===== config.mk =====
export PLATFORM = sky130hd
export DESIGN_NAME = regfile_writeback
export DESIGN_NICKNAME = d
export VERILOG_FILES = /design/src/rtl/cpu_pkg.sv /design/src/rtl/wb_fifo.sv /design/src/rtl/regfile_writeback.sv
export SDC_FILE = /design/constraint.sdc
export NUM_CORES = 1
export LEC_CHECK = 0
export ABC_AREA = 1
export ABC_CLOCK_PERIOD_IN_PS = 3110
export CORE_UTILIZATION = 45
export CTS_CLUSTER_SIZE = 25
export DETAILED_ROUTE_END_ITERATION = 8
export GPL_TIMING_DRIVEN = 0
export PLACE_DENSITY_LB_ADDON = 0.3
export RECOVER_POWER = 100
export REMOVE_ABC_BUFFERS = 1
export SLEW_MARGIN = 20
export SYNTH_ARGS = -nofsm -noshare
export SYNTH_HDL_FRONTEND = slang
export SYNTH_SLANG_ARGS = --single-unit

===== constraint.sdc =====
create_clock -name clk_i -period 3.11 [get_ports clk_i]
set_clock_uncertainty 0.15 [all_clocks]
set_input_delay 0.311 -clock clk_i [delete_from_list [all_inputs] [get_ports clk_i]]
set_output_delay 0.311 -clock clk_i [all_outputs]
set_load 0.01 [all_outputs]

===== src/rtl/cpu_pkg.sv =====
// Shared CPU register-file constants and the write-back request type.
package cpu_pkg;

    localparam int REG_ADDR_W = 4;
    localparam int REG_DATA_W = 32;
    localparam int PC_IDX     = 15;

    typedef struct packed {
        logic [REG_ADDR_W-1:0] rd;
        logic [REG_DATA_W-1:0] data;
    } wb_req_t;

endpackage


===== src/rtl/wb_fifo.sv =====
// Small circular buffer of pending ALU write-backs, with a per-entry view
// (logical order, entry 0 = head) used to build the busy mask.
module wb_fifo
    import cpu_pkg::*;
#(
    parameter int DEPTH = 2
) (
    input  logic                                clk,
    input  logic                                rst_n,
    input  logic                                push,
    input  wb_req_t                             wr_req,
    input  logic                                pop,
    output wb_req_t                             head,
    output logic                                full,
    output logic                                empty,
    output logic [$clog2(DEPTH+1)-1:0]          count,
    output logic [DEPTH-1:0]                    entry_valid,
    output logic [DEPTH-1:0][REG_ADDR_W-1:0]    entry_rd
);

    localparam int PTR_W = $clog2(DEPTH);
    localparam int CNT_W = $clog2(DEPTH + 1);

    wb_req_t          mem [DEPTH];
    logic [PTR_W-1:0] rd_ptr;
    logic [PTR_W-1:0] wr_ptr;

    // Pointers wrap naturally because DEPTH is a power of two.
    always_ff @(posedge clk or negedge rst_n) begin
        if (!rst_n) begin
            rd_ptr <= '0;
            wr_ptr <= '0;
            count  <= '0;
        end else begin
            if (push) wr_ptr <= wr_ptr + 1'b1;
            if (pop)  rd_ptr <= rd_ptr + 1'b1;
            if (push && !pop)      count <= count + 1'b1;
            else if (pop && !push) count <= count - 1'b1;
        end
    end

    always_ff @(posedge clk) begin
        if (push) mem[wr_ptr] <= wr_req;
    end

    assign head  = mem[rd_ptr];
    assign full  = (count == CNT_W'(DEPTH));
    assign empty = (count == '0);

    always_comb begin
        entry_valid = '0;
        entry_rd    = '0;
        for (int i = 0; i < DEPTH; i++) begin
            entry_valid[i] = (CNT_W'(i) < count);
            entry_rd[i]    = mem[rd_ptr + PTR_W'(i)].rd;
        end
    end

endmodule


===== src/rtl/regfile_writeback.sv =====
// Register-file write-port driver: merges load and ALU results into one
// registered write per cycle, forwards same-cycle hits and tracks busy registers.
module regfile_writeback #(
    parameter int DATA_W = cpu_pkg::REG_DATA_W,
    parameter int ADDR_W = cpu_pkg::REG_ADDR_W,
    parameter int DEPTH  = 2,
    parameter int PC_IDX = cpu_pkg::PC_IDX
) (
    input  logic              clk_i,
    input  logic              rst_ni,
    input  logic              alu_valid_i,
    input  logic [ADDR_W-1:0] alu_rd_i,
    input  logic [DATA_W-1:0] alu_data_i,
    output logic              alu_ready_o,
    input  logic              ld_valid_i,
    input  logic [ADDR_W-1:0] ld_rd_i,
    input  logic [DATA_W-1:0] ld_data_i,
    input  logic [ADDR_W-1:0] a_addr_i,
    input  logic [ADDR_W-1:0] b_addr_i,
    output logic              wr_en_o,
    output logic [ADDR_W-1:0] wr_addr_o,
    output logic [DATA_W-1:0] wr_data_o,
    output logic              fwd_a_valid_o,
    output logic [DATA_W-1:0] fwd_a_data_o,
    output logic              fwd_b_valid_o,
    output logic [DATA_W-1:0] fwd_b_data_o,
    output logic              pc_wr_o,
    output logic [15:0]       busy_mask_o
);

    localparam int CNT_W = $clog2(DEPTH + 1);

    cpu_pkg::wb_req_t alu_req;
    cpu_pkg::wb_req_t head;
    cpu_pkg::wb_req_t sel;
    logic             sel_valid;
    logic             passthrough;
    logic             push;
    logic             pop;
    logic             full;
    logic             empty;
    logic [CNT_W-1:0] count;
    logic [DEPTH-1:0] entry_valid;
    logic [DEPTH-1:0][cpu_pkg::REG_ADDR_W-1:0] entry_rd;
    logic [15:0]      busy_next;

    assign alu_req.rd   = alu_rd_i;
    assign alu_req.data = alu_data_i;

    wb_fifo #(.DEPTH(DEPTH)) u_fifo (
        .clk         (clk_i),
        .rst_n       (rst_ni),
        .push        (push),
        .wr_req      (alu_req),
        .pop         (pop),
        .head        (head),
        .full        (full),
        .empty       (empty),
        .count       (count),
        .entry_valid (entry_valid),
        .entry_rd    (entry_rd)
    );

    // ALU handshake: a result transfers on a rising edge where alu_valid_i &&
    // alu_ready_o; the producer holds rd/data stable while valid is high and
    // ready is low. Loads carry no handshake and always win the write port,
    // which keeps program order since a load is older than any buffered entry.
    always_comb begin
        sel         = alu_req;
        sel_valid   = 1'b0;
        pop         = 1'b0;
        passthrough = 1'b0;
        if (ld_valid_i) begin
            sel_valid = 1'b1;
            sel.rd    = ld_rd_i;
            sel.data  = ld_data_i;
        end else if (!empty) begin
            sel_valid = 1'b1;
            sel       = head;
            pop       = 1'b1;
        end else if (alu_valid_i) begin
            sel_valid   = 1'b1;
            passthrough = 1'b1;
        end
        alu_ready_o = (count < CNT_W'(DEPTH)) || (full && pop);
        push        = alu_valid_i && alu_ready_o && !passthrough;
    end

    // Mask of the state after this edge: surviving entries, the new push
    // and the write about to appear on the port.
    always_comb begin
        busy_next = '0;
        for (int i = 0; i < DEPTH; i++) begin
            if (entry_valid[i] && !(pop && i == 0)) busy_next[entry_rd[i]] = 1'b1;
        end
        if (push)      busy_next[alu_rd_i] = 1'b1;
        if (sel_valid) busy_next[sel.rd]   = 1'b1;
    end

    always_ff @(posedge clk_i or negedge rst_ni) begin
        if (!rst_ni) begin
            wr_en_o       <= 1'b0;
            wr_addr_o     <= '0;
            wr_data_o     <= '0;
            pc_wr_o       <= 1'b0;
            fwd_a_valid_o <= 1'b0;
            fwd_a_data_o  <= '0;
            fwd_b_valid_o <= 1'b0;
            fwd_b_data_o  <= '0;
            busy_mask_o   <= '0;
        end else begin
            wr_en_o <= sel_valid;
            if (sel_valid) begin
                wr_addr_o <= sel.rd;
                wr_data_o <= sel.data;
            end
            pc_wr_o       <= sel_valid && (sel.rd == ADDR_W'(PC_IDX));
            fwd_a_valid_o <= wr_en_o && (wr_addr_o == a_addr_i);
            if (wr_en_o && (wr_addr_o == a_addr_i)) fwd_a_data_o <= wr_data_o;
            fwd_b_valid_o <= wr_en_o && (wr_addr_o == b_addr_i);
            if (wr_en_o && (wr_addr_o == b_addr_i)) fwd_b_data_o <= wr_data_o;
            busy_mask_o   <= busy_next;
        end
    end

endmodule


# Yosys cells after proc, flatten, opt, wreduce, memory -nomap -nowiden
# Memories as Yosys holds them, arrays and structs flattened.
# Cells that the tools add are included.
[totals]
n_memories = 1
output_inout_bits = 121
register_bits = 124
romBits = 0
ramBits = 72
latch_bits = 0
wordCells = 79
input_bits = 84
[memory_table]
columns = ["name", "words", "word_bits", "read_ports", "rd_clocked_by_memory_dff", "wr", "line_no", "rtl"]
rows = [
  ["u_fifo.mem", 2, 36, 2, 0, 1, "wb_fifo.sv:24", "wb_req_t mem [DEPTH];"],
]
[op_classes]
eq_ne = 4
multipliers = 0
mux = 25
n_bitwise = 3
n_shift = 0
order_cmp = 11
reduce_logical = 19
div_mod_pow = 0
n_addsub = 4
[op_table]
columns = ["op", "count"]
rows = [
  ["$mux 36", 2],
  ["$mux 16", 4],
  ["$or 16x16->16", 3],
  ["$lt 4x5->1 const B", 4],
  ["$demux 1 s4", 4],
  ["$ge 4x1->1 const B", 4],
  ["$logic_and 1x1->1", 13],
  ["$mux 1", 13],
  ["$eq 4x4->1", 2],
  ["$eq 4x4->1 const B", 1],
  ["$lt 1x2->1 const A", 2],
  ["$mux 2", 2],
  ["$logic_not 1->1", 3],
  ["$add 1x1->1 const B", 2],
  ["$add 2x1->2 const B", 1],
  ["$eq 2x2->1 const B", 1],
  ["$logic_not 2->1", 1],
  ["$lt 2x2->1 const B", 1],
  ["$reduce_bool 2->1", 1],
  ["$sub 2x1->2 const B", 1],
  ["$logic_or 1x1->1", 1],
]

# Logic depth before layout (Yosys ltp)
# Gate-level depths: netlist of run 1.
[logic_depth]
word_depth = 12
depth_mapped = 11
mapped_depth_nobuf = 10

# Hierarchy
# From an unflattened synthesis of run 1, not the netlist that was laid out.
[hier_totals]
hier_cells = 1019
area_unflattened_um2 = 8924.8
[by_module_without_submodules]
columns = ["module", "instances", "area_per_inst_um2", "cells_per_inst", "seq_area_each_um2"]
rows = [
  ["regfile_writeback", 1, 5906.9, 790, 3002.9],
  ["wb_fifo", 1, 3017.9, 229, 2262.2],
]

# Least setup slack after synthesis of run 1
# No wires, ideal clock.
[synth_path]
path_type = "reg-to-reg"
startpoint = "register u_fifo.count[1]"
endpoint = "memory u_fifo.mem[0][0] (netlist name), enable pin"
setup_ps = 430
path_buffers = 1
synth_period_minus_slack_ps = 3475
path_stages_with_launch = 9
required_ps = 2530
arrival_ps = 2895
slack_ps = -365
cell_sequence = "dfrtp_1 inv_1 ha_1 nor2_4 nand2_2 nand2_4 nand2_2 buf_6 nor2_1"
[synth_between]
elab_chain_cells = 9
word_cells_on_any_way = 14
classes_between = "order compare (1); eq/ne (1); mux (6); reduce/logical (6)"
[synth_rtl]
columns = ["item", "line_no", "rtl"]
rows = [
  ["start: declaration", "wb_fifo.sv:16", "output logic [$clog2(DEPTH+1)-1:0] count,"],
  ["start signal: assignment", "wb_fifo.sv:37", "if (push && !pop) count <= count + 1'b1;"],
  ["start signal: assignment", "wb_fifo.sv:38", "else if (pop && !push) count <= count - 1'b1;"],
  ["$logic_not 2->1", "wb_fifo.sv:48", "assign empty = (count == '0);"],
  ["$mux 1", "regfile_writeback.sv:77", "end else if (!empty) begin"],
  ["$mux 1", "regfile_writeback.sv:73", "if (ld_valid_i) begin"],
  ["$logic_and 1x1->1", "regfile_writeback.sv:85", "alu_ready_o = (count < CNT_W'(DEPTH)) || (full && pop);"],
  ["$logic_or 1x1->1 *", "regfile_writeback.sv:85", ""],
  ["net alu_ready_o", "regfile_writeback.sv:14", "output logic alu_ready_o,"],
  ["$logic_and 1x1->1 * (2 in a row)", "regfile_writeback.sv:86", "push = alu_valid_i && alu_ready_o && !passthrough;"],
  ["$mux 1 *", "wb_fifo.sv:43", "if (push) mem[wr_ptr] <= wr_req;"],
  ["$mux 1 (not written as such) *", "wb_fifo.sv:43", ""],
  ["end: declaration", "wb_fifo.sv:24", ""],
]
# Mark *: on every way through the listed nets, which the timed path passes. The rest lies on a longest branch.

# Worst setup path after layout of run 1
[layout_path]
startpoint = "register u_fifo.count[1]"
endpoint = "memory u_fifo.mem[0][26] (netlist name), enable pin"
[layout_between]
elab_chain_cells = 9
word_cells_on_any_way = 14
classes_between = "order compare (1); eq/ne (1); mux (6); reduce/logical (6)"
[layout_rtl]
columns = ["item", "line_no"]
rows = [
  ["$logic_not 2->1", "wb_fifo.sv:48"],
  ["$mux 1", "regfile_writeback.sv:77"],
  ["$mux 1", "regfile_writeback.sv:73"],
  ["$logic_and 1x1->1", "regfile_writeback.sv:85"],
  ["$logic_or 1x1->1", "regfile_writeback.sv:85"],
  ["$logic_and 1x1->1", "regfile_writeback.sv:86"],
  ["$logic_and 1x1->1 *", "regfile_writeback.sv:86"],
  ["$mux 1 *", "wb_fifo.sv:43"],
  ["$mux 1 (not written as such) *", "wb_fifo.sv:43"],
]
# Mark *: on every way between the ends. The rest lies on a longest branch, timed or not.

==> flow_metrics.tcl, run 1 <==
set metrics [dict create \
    yosys.area_share.simple 0.269 \
    crit_path_max_fanout 21 \
    fillers 1607 \
    setup_viol 0 \
    portBuffers 204 \
    synth_cell_type_count 32 \
    insertion_delay_ns 0.42 \
    place.gp.congestion 0.890 \
    arrival_ns 2.88 \
    synth_ff_type "dfrtp_1" \
    vias_per_cell 5.10 \
    rows 50 \
    dr.pass1.iters 5 \
    holdCritPathClass "input port to register" \
    synth_xor_area_frac 0.00398 \
    async_flop_share 0.633 \
    initial_core_util 0.465 \
    muxShareOfSynthArea 0 \
    grt_pass1_wl_mm 39.1 \
    p_per_area_mw_per_mm2 900 \
    finalSetupTns_ns 0 \
    hold_depth 3 \
    chipHeight_um 142 \
    register_area_mm2 0.00527 \
    die_x_um 142 \
    syn2layout_area_growth_pct 34.0 \
    h-tree-depth 4 \
    ys_seq_elements 196 \
    clkSlewWorstSetupHoldPaths_ns 0.07 \
    rsz0062_at_grt "no" \
    cts.sinks 196 \
    syn_inst 1001 \
    p_leak_uw 0.00552 \
    dieArea_mm2 0.0201 \
    max_freq_mhz 344 \
    antenna_cells_inserted 0 \
    postCtsSetupBuffers 0 \
    antenna_found_initial 0 \
    relSlewSlack -0.355 \
    synth_fa_ha_area_frac 0.00568 \
    synth_top_family_by_area "simple AND/OR/NAND/NOR gates" \
    status "finished with violations" \
    nets 1279 \
    seq_area_frac_synth 0.598 \
    fin_crit_ns 2.91 \
    avgRoutedWirePerCell_um 17.0 \
    netlist_area_mm2 0.00881 \
    drive_above_1_share 0.0598 \
    cp-end-kind "register" \
    syn_avg_cell_area_um2 8.80 \
    cts_max_path_buffers 2 \
    yosys_warnings 0 \
    coreArea_mm2 0.0190 \
    place_ws_ns -0.00475 \
    synth_edf_count 72 \
    peakVddDrop_v 0.000420 \
    violations "capacitance limit, slew limit" \
    cts_buffers 17 \
    grt_max_degree 88 \
    hpwl_mm 17.0 \
    drt-total-wl_mm 24.8 \
    synth_compound_area_frac 0.0718 \
    slew_viol_final 38 \
    finalWorstSetupSlack_ns 0.199 \
    multi_input_area_mm2 0.00310 \
    critPathLaunchType "register" \
    track_usage 0.256 \
    drc 0 \
    required_ns 3.08 \
    drt_iter0_drc 468 \
    hold_viol 0 \
    tritoncts "done" \
    cts_root_buf "clkbuf_16" \
    grt_pass1_vias 7281 \
    tightest_slew_ns 2.03 \
    vias 7467 \
    cap_violations 1 \
    worst_r2r_path_depth 9 \
    io_pins 205 \
    post-route-period-util 0.936 \
    crit_type "register to register" \
    ant_nets 0 \
    overflow 0 \
]
[stage by stage]
step           instance area [µm²]  hold WS [ns]  power [µW]   util  instances
2_1_floorplan                 8580        -0.135        6240      -        957
3_3_place_gp                 10900         0.304        8480  0.578       1421
3_5_place_dp                 11200        0.0665        8820  0.593       1431
4_1_cts                      11800         0.200       11000  0.625       1464
5_1_grt                      11800         0.251       11300  0.623       1464
6_report                     11800         0.244       10600  0.623       1464
[area by class of cell]
class / instances / area share
Inverter: 61 / 0.0196
Timing Repair Buffer: 215 / 0.194
Multi-Input combinational cell: 700 / 0.263
Sequential cell: 196 / 0.446
Clock inverter: 13 / 0.0122
Clock buffer: 19 / 0.0375
Tap cell: 260 / 0.0276
[flip-flops by register name (all words and copies together), names as in the netlist, 2 cells and up]
name          flops
wr_data_o        32
fwd_b_data_o     32
u_fifo.count      2
fwd_a_data_o     32
u_fifo.mem       72
wr_addr_o         4
busy_mask_o      16
[cells by family (layout without fill, tap and decap cells)]
family	after synthesis	count (layout)
simple gates	571	571
compound gates	121	121
buf+inv	105	308
flops	196	196
xor+xnor	4	4
fa+ha+maj	4	4
[placed cells by master, fill, tap and decap left out, drive strengths merged, types with 18 or more instances in the layout]
cell type,count
nand2,335
inv,67
dfrtp,124
dlygate4sd3,158
o21ai,74
a21oi,29
a31oi,18
edfxtp,72
clkbuf,19
clkdlybuf4s50,45
nor2,172
nand4,32
[cell usage after synthesis, types with 2 or more instances]
cell	number	area, µm²
nand2_2	5	31.3
ha_1	4	50.1
or2_0	10	62.6
nand3_1	11	55.1
nand3_2	3	30.0
edfxtp_1	72	2160
inv_1	52	195
or2_2	4	25.0
nor2_2	4	25.0
nand2_4	2	22.5
buf_4	3	22.5
buf_6	2	22.5
nand2_1	328	1230
a31oi_1	18	113
xor2_1	3	26.3
nor2_4	4	45.0
a21oi_1	28	140
o21ai_0	54	270
nand4_1	32	200
inv_2	8	30.0
o21ai_1	20	100
buf_2	26	130
clkbuf_1	12	45.0
nor3_1	2	10.0
dfrtp_1	124	3100
nor2_1	164	616
[where the power goes]
group,switching [µW],total [µW],internal (µW),leakage [µW]
logic,2560,4340,1780,0.00301
registers,509,4090,3580,0.00222
clock network,1040,2200,1160,0.000289
total,4110,10600,6520,0.00552
[final timing paths]
kind	slack [ns]	startpoint	to
setup / recovery	0.20	u_fifo.count[1]$_DFFE_PN0P_	u_fifo.mem[0][26]$_DFFE_PP_
setup reg to reg	0.20	u_fifo.count[1]$_DFFE_PN0P_	u_fifo.mem[0][26]$_DFFE_PP_
hold reg to reg	0.31	fwd_a_data_o[31]$_DFFE_PN0P_	fwd_a_data_o[31]$_DFFE_PN0P_
min in group asynchronous	1.06	rst_ni	fwd_a_data_o[13]$_DFFE_PN0P_
hold / removal	0.24	ld_valid_i	wr_data_o[6]$_DFFE_PN0N_
max in group asynchronous	0.41	rst_ni	u_fifo.rd_ptr$_DFFE_PN0P_
[routing by layer]
layer	vias up	track usage	wire (µm)	part of all wire
met4	0	0.0872	490	0.020
met2	250	0.437	12500	0.50
li1	3636	-	-	-
met5	-	0	0	0
met3	38	0.0361	1180	0.047
met1	3543	0.337	10700	0.43
[critical path: stages (launching register included)]
cell	delay (ns)
dfrtp_1	0.44
inv_1	0.10
ha_1	0.30
nand2_4	0.26
inv_4	0.18
nor2_4	0.18
nand2_2	0.23
nor2_4	0.32
buf_16	0.21
buf_6	0.21
[what timing repair did]
| action | 4_1_cts | 5_1_grt |
|---|---|---|
| endpoints found under the hold margin | 40 | 0 |
| gates resized for setup | 0 | 0 |
| setup endpoints to repair | 0 | 0 |
| hold buffers | 1 | 0 |
Note: power is estimated with default switching activity, not from simulation.
==> run 2: changes to the inputs <==
Settings changed: CORE_ASPECT_RATIO set to 1.75.
==> flow_metrics.tcl, run 2 (synthesized netlist as in run 1, its figures left out) <==
set metrics [dict create \
    finalSetupTns_ns 0 \
    placedCellCount 1409 \
    cpPeakStageDelay_ns 0.51 \
    stdcell_count 1449 \
    dieArea_mm2 0.0202 \
    grt_pass1_vias 7624 \
    peakVddDrop_v 0.000473 \
    crit_path_max_fanout 21 \
    worst_r2r_path_depth 8 \
    critPathLaunchType "register" \
    nets 1280 \
    regMostFlops "u_fifo.mem" \
    violations "capacitance limit, slew limit" \
    fillers 1641 \
    overflow 0 \
    tritoncts "done" \
    p_leak_uw 0.00554 \
    drc 0 \
    coreArea_mm2 0.0192 \
    setup_viol 0 \
    hold_start "ld_valid_i" \
    slew_viol_final 56 \
    cts_buffers 17 \
    rsz0062_at_grt "no" \
    crit_type "register to register" \
    avgRoutedWirePerCell_um 18.2 \
    cts_max_path_buffers 2 \
    grt_max_degree 70 \
    h-tree-depth 4 \
    grt_pass1_wl_mm 41.3 \
    clkSlewWorstSetupHoldPaths_ns 0.07 \
    chipHeight_um 187 \
    final_cell_mix "nand2_1, nor2_1, dlygate4sd3_1, dfrtp_1, edfxtp_1" \
    hpwl_mm 18.2 \
    crit_chain "inv_1 > ha_1 > nand2_4 > inv_4 > nor2_4 > nand2_2 > nor2_1 > buf_12" \
    cp-end-kind "register" \
    hold_viol 0 \
    place.gp.congestion 1.01 \
    final_common_cell "nand2_1" \
    reg2reg_to "u_fifo.mem[1][20]$_DFFE_PP_" \
    required_ns 3.10 \
    post-route-period-util 0.935 \
    p_per_area_mw_per_mm2 910 \
    p_total_uw 10700 \
    tightest_slew_ns 1.56 \
    cap_violations 1 \
    post_cts_resized 0 \
    reg2reg_slack_ns 0.20 \
    vias 7549 \
    initial_core_util 0.459 \
    die_x_um 108 \
    status "finished with violations" \
    r2r_start "u_fifo.count[1]$_DFFE_PN0P_" \
    track_usage 0.275 \
    cts_root_buf "clkbuf_16" \
    cp_top_family "simple AND/OR/NAND/NOR gates" \
    dr.pass1.iters 5 \
    relSlewSlack -0.0433 \
    syn2layout_area_growth_pct 34.0 \
    fin_crit_ns 2.91 \
    crit_cells 8 \
    crit_buf_inv 3 \
    vias_per_cell 5.21 \
    cts.sinks 196 \
    drive_above_1_share 0.0614 \
    critPathSlowestCell "nor2_1" \
    holdCritPathClass "input port to register" \
    insertion_delay_ns 0.43 \
    drt-total-wl_mm 26.3 \
    place_ws_ns -0.0397 \
    drt_iter0_drc 465 \
    portBuffers 204 \
    antenna_found_initial 3 \
    post-route-util 0.615 \
    cp-startpoint "u_fifo.count[1]$_DFFE_PN0P_" \
    largest_reg_flops 72 \
    arrival_ns 2.90 \
    max_freq_mhz 344 \
    finalWorstSetupSlack_ns 0.204 \
    ant_nets 0 \
    io_pins 205 \
    crit_end "u_fifo.mem[1][20]$_DFFE_PP_" \
    rows 67 \
]
run 2: what timing repair did:
action                     4_1_cts  5_1_grt
setup endpoints to repair        0       37
hold endpoints to repair        55        0
hold buffers                     1        0
setup buffers                    0        4
run 2: through the flow:
step	hold slack (ns)	area (µm²)
after floorplan	-0.135	8580
after global placement	0.304	10900
after detailed placement	0.114	11200
after CTS	0.241	11800
after global routing	0.315	11800
final	0.258	11800
run 2: how the worst min path moves through the flow:
stage                                               to  cells past startpoint  slack [ns]
after floorplan               busy_mask_o[0]$_DFF_PN0_                      0       -0.13
after global placement    fwd_a_data_o[10]$_DFFE_PN0P_                      2        0.30
after detailed placement     u_fifo.wr_ptr$_DFFE_PN0N_                      1        0.11
after CTS                    u_fifo.wr_ptr$_DFFE_PN0N_                      2        0.24
after global routing          wr_data_o[3]$_DFFE_PN0N_                      4        0.31
final                        wr_data_o[25]$_DFFE_PN0N_                      5        0.26
run 2: worst reg2reg max path, cell delays in order (launching register included):
cell and delay [ns]:
dfrtp_1 0.44, inv_1 0.11, ha_1 0.30, nand2_4 0.27, inv_4 0.19, nor2_4 0.19, nand2_2 0.20, nor2_1 0.51
buf_12 0.25
run 2: metal layers:
metal / wire [µm] / global-route usage / up-vias
met5: 0 / 0 / -
met1: 9440 / 0.296 / 3624
met3: 1000 / 0.0331 / 55
met4: 1110 / 0.145 / 0
met2: 14800 / 0.512 / 251
li1: - / - / 3619
run 2: cell type report:
type,instances,area (µm²),area share
sequential,196,5270,0.446
inverter,61,231,0.0196
clock inverter,8,86.3,0.00732
timing repair buffer,216,2280,0.193
tap,241,302,0.0256
multi-input combinational,700,3100,0.263
clock buffer,24,526,0.0445
antenna,3,7.51,0.000636
run 2: power by group:
group | total, µW | switching, µW | internal, µW | leakage [µW]
Clock | 2250 | 967 | 1280 | 0.000297
Sequential | 4130 | 542 | 3590 | 0.00222
Combinational | 4360 | 2570 | 1790 | 0.00302
Total | 10700 | 4080 | 6650 | 0.00554
==> run 3: changes to the inputs <==
Settings changed: SETUP_SLACK_MARGIN set to 0.3, SKIP_CTS_REPAIR_TIMING set to 1.
==> flow_metrics.tcl, run 3 (synthesized netlist as in run 1, its figures left out) <==
set metrics [dict create \
    crit_chain "inv_1 > ha_1 > nor2_1 > nand2_2 > nand2_4 > clkdlybuf4s50_1" \
    p_leak_uw 0.00557 \
    vias 7560 \
    stdcell_count 1455 \
    avgRoutedWirePerCell_um 18.0 \
    initial_core_util 0.459 \
    tritoncts "done" \
    drive_above_1_share 0.0636 \
    rows 67 \
    status "finished with violations" \
    fillers 1634 \
    reg2reg_slack_ns 0.33 \
    holdCritPathClass "input port to register" \
    cts_buffers 17 \
    cp-end-kind "output pin" \
    hold_viol 0 \
    hold_end "wr_data_o[25]$_DFFE_PN0N_" \
    antenna_found_initial 3 \
    nets 1285 \
    coreArea_mm2 0.0192 \
    required_ns 2.65 \
    cap_violations 1 \
    drt_iter0_drc 528 \
    cpPeakStageDelay_ns 0.57 \
    peakVddDrop_v 0.000467 \
    hpwl_mm 18.2 \
    worst_r2r_path_depth 9 \
    fin_crit_ns 2.85 \
    hold_depth 5 \
    crit_type "register to output pin" \
    cts.sinks 196 \
    grt_max_degree 70 \
    syn2layout_area_growth_pct 34.4 \
    track_usage 0.275 \
    place_area_mm2 0.0112 \
    place.gp.congestion 1.01 \
    finalSetupTns_ns 0 \
    multi_input_area_mm2 0.00309 \
    cp-startpoint "u_fifo.count[1]$_DFFE_PN0P_" \
    die_x_um 108 \
    overflow 0 \
    io_pins 205 \
    p_total_uw 10800 \
    final_common_cell "nand2_1" \
    dr.pass1.iters 5 \
    chipHeight_um 187 \
    insertion_delay_ns 0.44 \
    drc 0 \
    portBuffers 204 \
    hold_start "ld_valid_i" \
    post-route-period-util 0.915 \
    h-tree-depth 4 \
    r2r_start "u_fifo.count[1]$_DFFE_PN0P_" \
    tightest_slew_ns 1.55 \
    max_freq_mhz 351 \
    vias_per_cell 5.20 \
    p_per_area_mw_per_mm2 908 \
    ant_nets 0 \
    regMostFlops "u_fifo.mem" \
    cts_max_path_buffers 2 \
    clkSlewWorstSetupHoldPaths_ns 0.07 \
    reg2reg_to "busy_mask_o[15]$_DFF_PN0_" \
    critPathLaunchType "register" \
    relSlewSlack -0.0323 \
    rsz0062_at_grt "no" \
    grt_pass1_wl_mm 41.3 \
    critPathSlowestCell "clkdlybuf4s50_1" \
    placedCellCount 1409 \
    drt-total-wl_mm 26.3 \
    slew_viol_final 56 \
    setup_viol 0 \
    cts_root_buf "clkbuf_16" \
    largest_reg_flops 72 \
    final_cell_mix "nand2_1, nor2_1, dlygate4sd3_1, dfrtp_1, edfxtp_1" \
    grt_pass1_vias 7622 \
    crit_path_max_fanout 7 \
    arrival_ns 2.39 \
    final_area_mm2 0.0118 \
    dieArea_mm2 0.0202 \
    violations "capacitance limit, slew limit" \
    register_area_mm2 0.00527 \
]
-- run 3: cell count changes in the layout (fill, tap and decap cells not counted), moves of 2 or more --
| cell | previous run | this run |
|---|---|---|
| o21ai_0 | 62 | 60 |
| nor2_4 | 5 | 3 |
| buf_4 | 2 | 7 |
| o21ai_1 | 12 | 14 |
| nor2_1 | 164 | 167 |
-- run 3: metal layers --
metal  vias to the layer above  track usage  share of wire
met1                      3635        0.296           0.36
li1                       3633            -              -
met5                         -            0              0
met4                         0        0.145          0.045
met3                        60       0.0331          0.035
met2                       232        0.512           0.56
-- run 3: power by group --
part           switching (µW)  internal, µW  leakage [µW]  total, µW
combinational            2570          1800       0.00305       4370
clock                     976          1280      0.000297       2260
sequential                542          3590       0.00222       4130
-- run 3: worst max path at each step --
stage                                   to  slack [ns]  cells past startpoint
2_1_floorplan   u_fifo.mem[0][0]$_DFFE_PP_       -0.35                      7
3_3_place_gp   u_fifo.mem[0][23]$_DFFE_PP_       -3.48                      7
3_5_place_dp   u_fifo.mem[1][15]$_DFFE_PP_       -0.04                      9
4_1_cts        u_fifo.mem[1][23]$_DFFE_PP_        0.03                      8
5_1_grt          busy_mask_o[15]$_DFF_PN0_        0.19                      9
6_report                       alu_ready_o        0.26                      6
-- run 3: stage by stage --
step / worst slack (ns) / hold slack [ns] / utilization
floorplan: -0.353 / -0.135 / -
CTS: 0.0261 / -0.354 / 0.613
global placement: -3.48 / 0.304 / 0.569
detailed placement: -0.0397 / 0.114 / 0.581
global route: 0.186 / 0.307 / 0.617
finish: 0.263 / 0.255 / 0.617
-- run 3: area by class of cell --
cell class | instances | share of cell area
inverters | 61 | 0.0198
clock inverters | 8 | 0.00729
multi-input cells | 700 | 0.261
repair buffers | 221 | 0.196
well taps | 241 | 0.0255
flip-flops and latches | 196 | 0.445
clock buffers | 24 | 0.0444
diodes | 4 | 0.000846
-- run 3: worst max-delay path: cells and delay by family (launching register included) --
family | cells | cell delay (ns)
fa+ha+maj | 1 | 0.28
buf+inv | 2 | 0.67
flops | 1 | 0.44
simple gates | 3 | 0.56
